`src/rtl/age_ordered_rs.sv`:
```
// age_ordered_rs
//   Parametrised reservation station with oldest-first issue. Entries are
//   written by up to DISPATCH_WIDTH lanes per cycle, woken up by CDB_WIDTH
//   result broadcasts, and issued on up to ISSUE_WIDTH FU ports. Issue order
//   is by ROB age measured from i_rob_head, modulo 2^TAG_W.
//
// Ports
//   i_clk, i_rst           clock, asynchronous active-high reset
//   i_flush                synchronous squash of every entry
//   i_disp_*, o_disp_rdy   dispatch lanes (flattened, lane l at [l*W +: W])
//   i_fu_rdy, o_iss_*      issue ports (flattened, port p at [p*W +: W])
//   i_cdb_*                wakeup broadcasts (flattened, port c at [c*W +: W])
//   i_rob_head             oldest in-flight ROB tag, age reference
//   o_occupancy            number of valid entries
//
// Optional feature: define RS_PERF_CNT_EN to add the saturating performance
// counters o_perf_full_cycles and o_perf_issued.

module age_ordered_rs #(
  parameter int NUM_ENTRIES    = 8,
  parameter int DISPATCH_WIDTH = 2,
  parameter int ISSUE_WIDTH    = 2,
  parameter int CDB_WIDTH      = 2,
  parameter int TAG_W          = 5,
  parameter int DATA_W         = 32,
  parameter int PAYLOAD_W      = 32,
  localparam int OCC_W         = $clog2(NUM_ENTRIES + 1)
) (
  input  logic                                i_clk,
  input  logic                                i_rst,
  input  logic                                i_flush,
  input  logic [DISPATCH_WIDTH-1:0]           i_disp_valid,
  output logic [DISPATCH_WIDTH-1:0]           o_disp_rdy,
  input  logic [DISPATCH_WIDTH*TAG_W-1:0]     i_disp_rob_tag,
  input  logic [DISPATCH_WIDTH*TAG_W-1:0]     i_disp_src1_tag,
  input  logic [DISPATCH_WIDTH*TAG_W-1:0]     i_disp_src2_tag,
  input  logic [DISPATCH_WIDTH-1:0]           i_disp_src1_rdy,
  input  logic [DISPATCH_WIDTH-1:0]           i_disp_src2_rdy,
  input  logic [DISPATCH_WIDTH*DATA_W-1:0]    i_disp_src1_val,
  input  logic [DISPATCH_WIDTH*DATA_W-1:0]    i_disp_src2_val,
  input  logic [DISPATCH_WIDTH*PAYLOAD_W-1:0] i_disp_payload,
  input  logic [ISSUE_WIDTH-1:0]              i_fu_rdy,
  output logic [ISSUE_WIDTH-1:0]              o_iss_valid,
  output logic [ISSUE_WIDTH*TAG_W-1:0]        o_iss_rob_tag,
  output logic [ISSUE_WIDTH*DATA_W-1:0]       o_iss_src1_val,
  output logic [ISSUE_WIDTH*DATA_W-1:0]       o_iss_src2_val,
  output logic [ISSUE_WIDTH*PAYLOAD_W-1:0]    o_iss_payload,
  input  logic [CDB_WIDTH-1:0]                i_cdb_valid,
  input  logic [CDB_WIDTH*TAG_W-1:0]          i_cdb_tag,
  input  logic [CDB_WIDTH*DATA_W-1:0]         i_cdb_data,
  input  logic [TAG_W-1:0]                    i_rob_head,
  output logic [OCC_W-1:0]                    o_occupancy
`ifdef RS_PERF_CNT_EN
  ,
  output logic [31:0]                         o_perf_full_cycles,
  output logic [31:0]                         o_perf_issued
`endif
);

  localparam int IDX_W  = $clog2(NUM_ENTRIES);
  localparam int LANE_W = (DISPATCH_WIDTH > 1) ? $clog2(DISPATCH_WIDTH) : 1;

  // Entry storage
  logic [NUM_ENTRIES-1:0] r_valid;
  logic [TAG_W-1:0]       r_rob_tag  [NUM_ENTRIES];
  logic [TAG_W-1:0]       r_s1_tag   [NUM_ENTRIES];
  logic [TAG_W-1:0]       r_s2_tag   [NUM_ENTRIES];
  logic [NUM_ENTRIES-1:0] r_s1_rdy;
  logic [NUM_ENTRIES-1:0] r_s2_rdy;
  logic [DATA_W-1:0]      r_s1_val   [NUM_ENTRIES];
  logic [DATA_W-1:0]      r_s2_val   [NUM_ENTRIES];
  logic [PAYLOAD_W-1:0]   r_payload  [NUM_ENTRIES];

  logic [OCC_W-1:0]       w_occ;

  // Lane fields, operands already snooped against the CDB ({rdy, val})
  logic [TAG_W-1:0]       w_l_tag    [DISPATCH_WIDTH];
  logic [TAG_W-1:0]       w_l_s1_tag [DISPATCH_WIDTH];
  logic [TAG_W-1:0]       w_l_s2_tag [DISPATCH_WIDTH];
  logic [DATA_W:0]        w_l_s1     [DISPATCH_WIDTH];
  logic [DATA_W:0]        w_l_s2     [DISPATCH_WIDTH];
  logic [PAYLOAD_W-1:0]   w_l_pl     [DISPATCH_WIDTH];

  // Entry wakeup next-state ({rdy, val})
  logic [DATA_W:0]        w_e_s1     [NUM_ENTRIES];
  logic [DATA_W:0]        w_e_s2     [NUM_ENTRIES];

  logic [NUM_ENTRIES-1:0] w_alloc;
  logic [LANE_W-1:0]      w_alloc_lane [NUM_ENTRIES];

  logic [NUM_ENTRIES-1:0] w_ready;
  logic [TAG_W-1:0]       w_age      [NUM_ENTRIES];
  logic [OCC_W-1:0]       w_rank     [NUM_ENTRIES];
  logic [IDX_W-1:0]       w_sel      [ISSUE_WIDTH];
  logic [NUM_ENTRIES-1:0] w_issued;

  // Lowest-index CDB port wins when several carry the same tag, hence the
  // descending scan that lets the lower ports overwrite the higher ones.
  function automatic logic [DATA_W:0] snoop(
    input logic [TAG_W-1:0]            tag,
    input logic                        rdy,
    input logic [DATA_W-1:0]           val,
    input logic [CDB_WIDTH-1:0]        cv,
    input logic [CDB_WIDTH*TAG_W-1:0]  ct,
    input logic [CDB_WIDTH*DATA_W-1:0] cd
  );
    logic [DATA_W:0] res;
    res = {rdy, val};
    if (!rdy) begin
      for (int c = CDB_WIDTH - 1; c >= 0; c--) begin
        if (cv[c] && (ct[c*TAG_W +: TAG_W] == tag)) begin
          res = {1'b1, cd[c*DATA_W +: DATA_W]};
        end
      end
    end
    return res;
  endfunction

  always_comb begin
    w_occ = '0;
    for (int e = 0; e < NUM_ENTRIES; e++) begin
      w_occ = w_occ + OCC_W'(r_valid[e]);
    end
  end

  assign o_occupancy = w_occ;

  // Free count is taken at cycle start; slots vacated by this cycle's issue
  // only become visible next cycle.
  always_comb begin
    int free_n;
    free_n = NUM_ENTRIES - int'(w_occ);
    for (int l = 0; l < DISPATCH_WIDTH; l++) begin
      o_disp_rdy[l] = !i_flush && (free_n >= l + 1);
    end
  end

  always_comb begin
    for (int l = 0; l < DISPATCH_WIDTH; l++) begin
      w_l_tag[l]    = i_disp_rob_tag[l*TAG_W +: TAG_W];
      w_l_s1_tag[l] = i_disp_src1_tag[l*TAG_W +: TAG_W];
      w_l_s2_tag[l] = i_disp_src2_tag[l*TAG_W +: TAG_W];
      w_l_pl[l]     = i_disp_payload[l*PAYLOAD_W +: PAYLOAD_W];
      w_l_s1[l]     = snoop(w_l_s1_tag[l], i_disp_src1_rdy[l],
                            i_disp_src1_val[l*DATA_W +: DATA_W],
                            i_cdb_valid, i_cdb_tag, i_cdb_data);
      w_l_s2[l]     = snoop(w_l_s2_tag[l], i_disp_src2_rdy[l],
                            i_disp_src2_val[l*DATA_W +: DATA_W],
                            i_cdb_valid, i_cdb_tag, i_cdb_data);
    end
  end

  always_comb begin
    for (int e = 0; e < NUM_ENTRIES; e++) begin
      w_e_s1[e] = snoop(r_s1_tag[e], r_s1_rdy[e], r_s1_val[e],
                        i_cdb_valid, i_cdb_tag, i_cdb_data);
      w_e_s2[e] = snoop(r_s2_tag[e], r_s2_rdy[e], r_s2_val[e],
                        i_cdb_valid, i_cdb_tag, i_cdb_data);
    end
  end

  // Accepted lanes, in lane order, claim the lowest-index free entries.
  always_comb begin
    logic [NUM_ENTRIES-1:0] taken;
    logic                   found;
    w_alloc = '0;
    for (int e = 0; e < NUM_ENTRIES; e++) begin
      w_alloc_lane[e] = '0;
    end
    taken = r_valid;
    for (int l = 0; l < DISPATCH_WIDTH; l++) begin
      found = 1'b0;
      if (i_disp_valid[l] && o_disp_rdy[l]) begin
        for (int e = 0; e < NUM_ENTRIES; e++) begin
          if (!found && !taken[e]) begin
            found           = 1'b1;
            taken[e]        = 1'b1;
            w_alloc[e]      = 1'b1;
            w_alloc_lane[e] = LANE_W'(l);
          end
        end
      end
    end
  end

  // Rank = number of ready entries older than this one. The k-th FU port
  // that is ready takes the ready entry of rank k, so ports never share one.
  always_comb begin
    for (int e = 0; e < NUM_ENTRIES; e++) begin
      w_ready[e] = r_valid[e] && r_s1_rdy[e] && r_s2_rdy[e];
      w_age[e]   = r_rob_tag[e] - i_rob_head;
    end
    for (int e = 0; e < NUM_ENTRIES; e++) begin
      w_rank[e] = '0;
      for (int j = 0; j < NUM_ENTRIES; j++) begin
        if (w_ready[j] && (w_age[j] < w_age[e])) begin
          w_rank[e] = w_rank[e] + OCC_W'(1);
        end
      end
    end
  end

  always_comb begin
    int   k;
    logic found;
    k           = 0;
    o_iss_valid = '0;
    w_issued    = '0;
    for (int p = 0; p < ISSUE_WIDTH; p++) begin
      w_sel[p] = '0;
      found    = 1'b0;
      if (i_fu_rdy[p] && !i_flush) begin
        for (int e = 0; e < NUM_ENTRIES; e++) begin
          if (!found && w_ready[e] && (int'(w_rank[e]) == k)) begin
            found    = 1'b1;
            w_sel[p] = IDX_W'(e);
          end
        end
        k = k + 1;
      end
      if (found) begin
        o_iss_valid[p]     = 1'b1;
        w_issued[w_sel[p]] = 1'b1;
      end
    end
  end

  always_comb begin
    o_iss_rob_tag  = '0;
    o_iss_src1_val = '0;
    o_iss_src2_val = '0;
    o_iss_payload  = '0;
    for (int p = 0; p < ISSUE_WIDTH; p++) begin
      if (o_iss_valid[p]) begin
        o_iss_rob_tag[p*TAG_W +: TAG_W]          = r_rob_tag[w_sel[p]];
        o_iss_src1_val[p*DATA_W +: DATA_W]       = r_s1_val[w_sel[p]];
        o_iss_src2_val[p*DATA_W +: DATA_W]       = r_s2_val[w_sel[p]];
        o_iss_payload[p*PAYLOAD_W +: PAYLOAD_W]  = r_payload[w_sel[p]];
      end
    end
  end

  // An issuing entry ignores any CDB hit; it is dropped at this edge.
  always_ff @(posedge i_clk or posedge i_rst) begin
    if (i_rst) begin
      r_valid  <= '0;
      r_s1_rdy <= '0;
      r_s2_rdy <= '0;
      for (int e = 0; e < NUM_ENTRIES; e++) begin
        r_rob_tag[e] <= '0;
        r_s1_tag[e]  <= '0;
        r_s2_tag[e]  <= '0;
        r_s1_val[e]  <= '0;
        r_s2_val[e]  <= '0;
        r_payload[e] <= '0;
      end
    end else if (i_flush) begin
      r_valid <= '0;
    end else begin
      for (int e = 0; e < NUM_ENTRIES; e++) begin
        if (w_issued[e]) begin
          r_valid[e] <= 1'b0;
        end else if (w_alloc[e]) begin
          r_valid[e]                 <= 1'b1;
          r_rob_tag[e]               <= w_l_tag[w_alloc_lane[e]];
          r_s1_tag[e]                <= w_l_s1_tag[w_alloc_lane[e]];
          r_s2_tag[e]                <= w_l_s2_tag[w_alloc_lane[e]];
          {r_s1_rdy[e], r_s1_val[e]} <= w_l_s1[w_alloc_lane[e]];
          {r_s2_rdy[e], r_s2_val[e]} <= w_l_s2[w_alloc_lane[e]];
          r_payload[e]               <= w_l_pl[w_alloc_lane[e]];
        end else if (r_valid[e]) begin
          {r_s1_rdy[e], r_s1_val[e]} <= w_e_s1[e];
          {r_s2_rdy[e], r_s2_val[e]} <= w_e_s2[e];
        end
      end
    end
  end

`ifdef RS_PERF_CNT_EN
  logic [32:0] w_iss_sum;

  always_comb begin
    logic [32:0] n;
    n = '0;
    for (int p = 0; p < ISSUE_WIDTH; p++) begin
      n = n + 33'(o_iss_valid[p]);
    end
    w_iss_sum = {1'b0, o_perf_issued} + n;
  end

  // Both counters saturate; flush does not clear them.
  always_ff @(posedge i_clk or posedge i_rst) begin
    if (i_rst) begin
      o_perf_full_cycles <= '0;
      o_perf_issued      <= '0;
    end else begin
      if ((w_occ == OCC_W'(NUM_ENTRIES)) && (|i_disp_valid) &&
          (o_perf_full_cycles != 32'hFFFF_FFFF)) begin
        o_perf_full_cycles <= o_perf_full_cycles + 32'd1;
      end
      o_perf_issued <= w_iss_sum[32] ? 32'hFFFF_FFFF : w_iss_sum[31:0];
    end
  end
`endif

endmodule

```
`config.mk`:
```
export PLATFORM = sky130hd
export DESIGN_NAME = age_ordered_rs
export DESIGN_NICKNAME = d
export VERILOG_FILES = /design/src/rtl/age_ordered_rs.sv
export SDC_FILE = /design/constraint.sdc
export NUM_CORES = 2
export LEC_CHECK = 0
export ABC_CLOCK_PERIOD_IN_PS = 28800
export BUFFER_PORTS_ARGS = -buffer_cell sky130_fd_sc_hd__buf_4
export CAP_MARGIN = 40
export CORE_MARGIN = 10
export CORE_UTILIZATION = 33
export DETAILED_ROUTE_END_ITERATION = 16
export PLACE_DENSITY = 0.52
export SLEW_MARGIN = 20
export SYNTH_ARGS = -nofsm -noshare
export SYNTH_HDL_FRONTEND = slang
export SYNTH_SLANG_ARGS = --single-unit
```
`constraint.sdc`:
```
create_clock -name i_clk -period 28.8 [get_ports i_clk]
set_clock_uncertainty 0.15 [all_clocks]
set_input_delay 2.88 -clock i_clk [delete_from_list [all_inputs] [get_ports i_clk]]
set_output_delay 2.88 -clock i_clk [all_outputs]
set_load 0.03 [all_outputs]
```
==> flow_metrics.py <==
metrics = {
    "clocking": {
        "cts_buffers": 117,
        "cts_sinks": 912,
        "ctsRootBufferMaster": "clkbuf_16",
        "cts_tree": "done",
        "clkTransAtPathRegs_ns": 0.06,
        "postCtsSetupBuffers": 0,
        "htree_levels": 3,
        "cts_resized": 0,
        "clock_latency_ns": 0.84,
        "cts_buffer_depth": 3,
        "post_cts_hold_buffer_count": 0,
    },
    "detailed_routing": {
        "drt-total-wl_um": 448000,
        "ant_nets": 0,
        "wire_per_inst_um": 32.6,
        "drc_errors": 0,
        "num_vias": 89700,
        "drt-pass1-iter-count": 9,
        "vias_per_cell": 6.54,
        "drtIter0Drc": 13100,
    },
    "critical_path": {
        "worst-path-stages": 37,
        "worst-endpoint-required_ns": 25.77,
        "r2r_slack_ns": 16.21,
        "r2r_end": "r_s2_tag[33]",
        "crit_path_top_delay_cell": "buf_4",
        "start_kind": "input pin",
        "crit_path_frequent_cell": "ha_1",
        "crit_family": "simple AND/OR/NAND/NOR gates",
        "path_max_fanout": 129,
        "worst-setup-path-type": "in2out",
        "worst_ep_arrival_time_ns": 14.77,
        "endpoint_kind": "primary output",
        "r2r_cells": 36,
        "r2r_start": "r_rob_tag[25]",
        "slowest_delay_ns": 0.67,
        "worstPathBufferInverterCount": 8,
    },
    "synth": {
        "synth_fp_nets": 11200,
        "yosysSeqAreaShare": 0.282,
        "ys_warn_count": 0,
        "synthDistinctLibCells": 104,
        "async_flop_share": 1.00,
        "syn_area_um2": 80800,
        "syn_avg_cell_area_um2": 7.58,
        "netlist_instances": 10700,
        "synth_edf_count": 0,
        "synth_ff_type": "dfrtp_1",
        "synth-seq-cells": 912,
    },
    "job": {
        "drv_cap": 0,
    },
    "global_routing": {
        "first_global_vias": 84900,
        "antenna_found_initial": 48,
        "grt_util_all_layers": 0.320,
        "grt_overflow": 0,
        "grt_pass1_wl_um": 630000,
        "grt_max_degree": 173,
    },
    "timing": {
        "rsz0062_at_grt": "false",
        "post-route-min-period_ns": 17.80,
        "slew_violations": 0,
        "worst_pin_slew_ns": 1.49,
        "fmax_mhz": 56.2,
        "hold_ws_ns": 0.332,
        "setup_ws_ns": 11.00,
        "finalSetupViolCount": 0,
        "fin_crit_sh": 0.618,
        "slew_headroom": 0.00601,
        "finalHoldViolCount": 0,
        "fin_tns_setup_ns": 0,
    },
    "place": {
        "hpwl_um": 279000,
        "pre_cts_ws_ns": 11.70,
        "port_buffers": 523,
        "place_congestion": 0.947,
    },
    "power_and_ir_drop": {
        "total_power_w": 0.00521,
        "power.density_nw_per_um2": 56.7,
        "clock_power_share": 0.311,
        "p_leak_nw": 38.9,
        "combPwrFrac": 0.347,
        "p_seq_frac": 0.342,
        "power_switching_share": 0.398,
        "ir_drop_mv": 0.0550,
        "power.switching_w": 0.00207,
        "p_int_w": 0.00314,
    },
    "die": {
        "die_w_um": 515,
        "row_count": 181,
        "ioPinCount": 524,
        "coreArea_um2": 243000,
        "fp.dieH_um": 515,
        "die-area_um2": 265000,
        "start_util": 0.332,
    },
    "hold_path": {
        "hold_start": "r_s1_val[5]",
        "hold_path.class": "reg2reg",
        "hold_depth": 2,
        "hold_path_end": "r_s1_val[5]",
    },
    "cells_and_area": {
        "multi_input_area_um2": 52900,
        "final_cell_mix": "nand2_1 (1363), a21oi_1 (1024), dfrtp_1 (910)",
        "num-nets-final": 10900,
        "fill_cells": 24900,
        "final_common_cell": "nand2_1",
        "final_layout_size_suffix_gt1_frac": 0.130,
        "register_area_um2": 22800,
        "syn2layout_area_growth_pct": 13.8,
    },
    "outcome": {
        "status": "completed",
    },
}
## per-layer routing
metal  GRT usage  share of wire
met1       0.405           0.39
met2       0.470           0.42
met3       0.105           0.13
met4       0.191          0.068
met5           0        0.00092
## registers in the layout, summed over array words and instances, names as in the netlist
signal / cells
r_payload: 256
r_s1_val: 256
r_s2_val: 256
r_rob_tag: 40
r_s1_tag: 40
r_s2_tag: 40
r_s1_rdy: 8
r_s2_rdy: 8
r_valid: 8
## through the flow
stage	instance area (µm²)	cells	utilization
after floorplan	80800	10700	-
after global placement	86000	13400	0.353
after detailed placement	87200	13500	0.358
after CTS	91300	13700	0.375
after global routing	91900	13700	0.378
final	92000	13700	0.378
## worst max path at each step
stage               slack [ns]          start                 end
detailed placement       11.70  i_rob_head[1]  o_iss_src2_val[61]
floorplan                 0.13          i_rst        r_payload[0]
CTS                      11.63  i_rob_head[1]  o_iss_src2_val[61]
global route             10.59  i_rob_head[1]  o_iss_src1_val[11]
global placement         11.33  i_rob_head[1]  o_iss_src1_val[12]
finish                   11.00  i_rob_head[1]  o_iss_src1_val[11]
## synth_stat cells (all sizes together), types with 165 or more instances
| master | instances | area share |
|---|---|---|
| dfrtp | 912 | 0.28 |
| and3 | 165 | 0.013 |
| xor2 | 218 | 0.024 |
| o21ai | 848 | 0.053 |
| ha | 186 | 0.029 |
| buf | 220 | 0.013 |
| o211ai | 191 | 0.018 |
| o22a | 195 | 0.021 |
| a31oi | 182 | 0.014 |
| nor2 | 815 | 0.038 |
| nor3 | 404 | 0.025 |
| o22ai | 469 | 0.036 |
| nand3 | 217 | 0.013 |
| a21oi | 1029 | 0.064 |
| inv | 224 | 0.010 |
| mux2i | 901 | 0.11 |
| nand2 | 1375 | 0.064 |
| clkbuf | 972 | 0.045 |
## worst reg2reg max path: cells and delay by family, from the launching register on
family | cells | cell delay (ns)
flip-flops | 1 | 0.65
AND/OR/NAND/NOR | 11 | 3.38
buffers and inverters | 7 | 2.15
multiplexers | 2 | 0.59
adder cells (fa/ha/maj) | 7 | 2.19
AO/OA/AOI/OAI | 9 | 3.28
## kinds of logic (layout without fill, tap and decap cells)
kind of cell | count (synthesis) | after routing | share of synthesized area
simple gates | 3249 | 3249 | 0.176
buf+inv | 1421 | 1254 | 0.0690
other cells | 0 | 17 | 0
xor+xnor | 359 | 359 | 0.0419
flops | 912 | 912 | 0.282
compound gates | 3478 | 3478 | 0.267
fa+ha+maj | 205 | 205 | 0.0326
mux | 1042 | 1042 | 0.131
## cell type report
| cell class | instances | share of cell area |
|---|---|---|
| clock buffer | 174 | 0.0376 |
| sequential | 912 | 0.248 |
| timing repair buffer | 807 | 0.0787 |
| antenna | 17 | 0.000463 |
| clock inverter | 44 | 0.00703 |
| multi-input combinational | 8333 | 0.575 |
| tap | 3202 | 0.0436 |
| inverter | 229 | 0.00943 |
## power groups by stage
stage	Combinational, W	Sequential (W)	Clock (W)
after floorplan	0.00120	0.00168	0
after global placement	0.00170	0.00178	0
after detailed placement	0.00175	0.00179	0
after CTS	0.00176	0.00177	0.00163
after global routing	0.00195	0.00180	0.00168
final	0.00181	0.00178	0.00162
(Power assumes the default switching activity.)
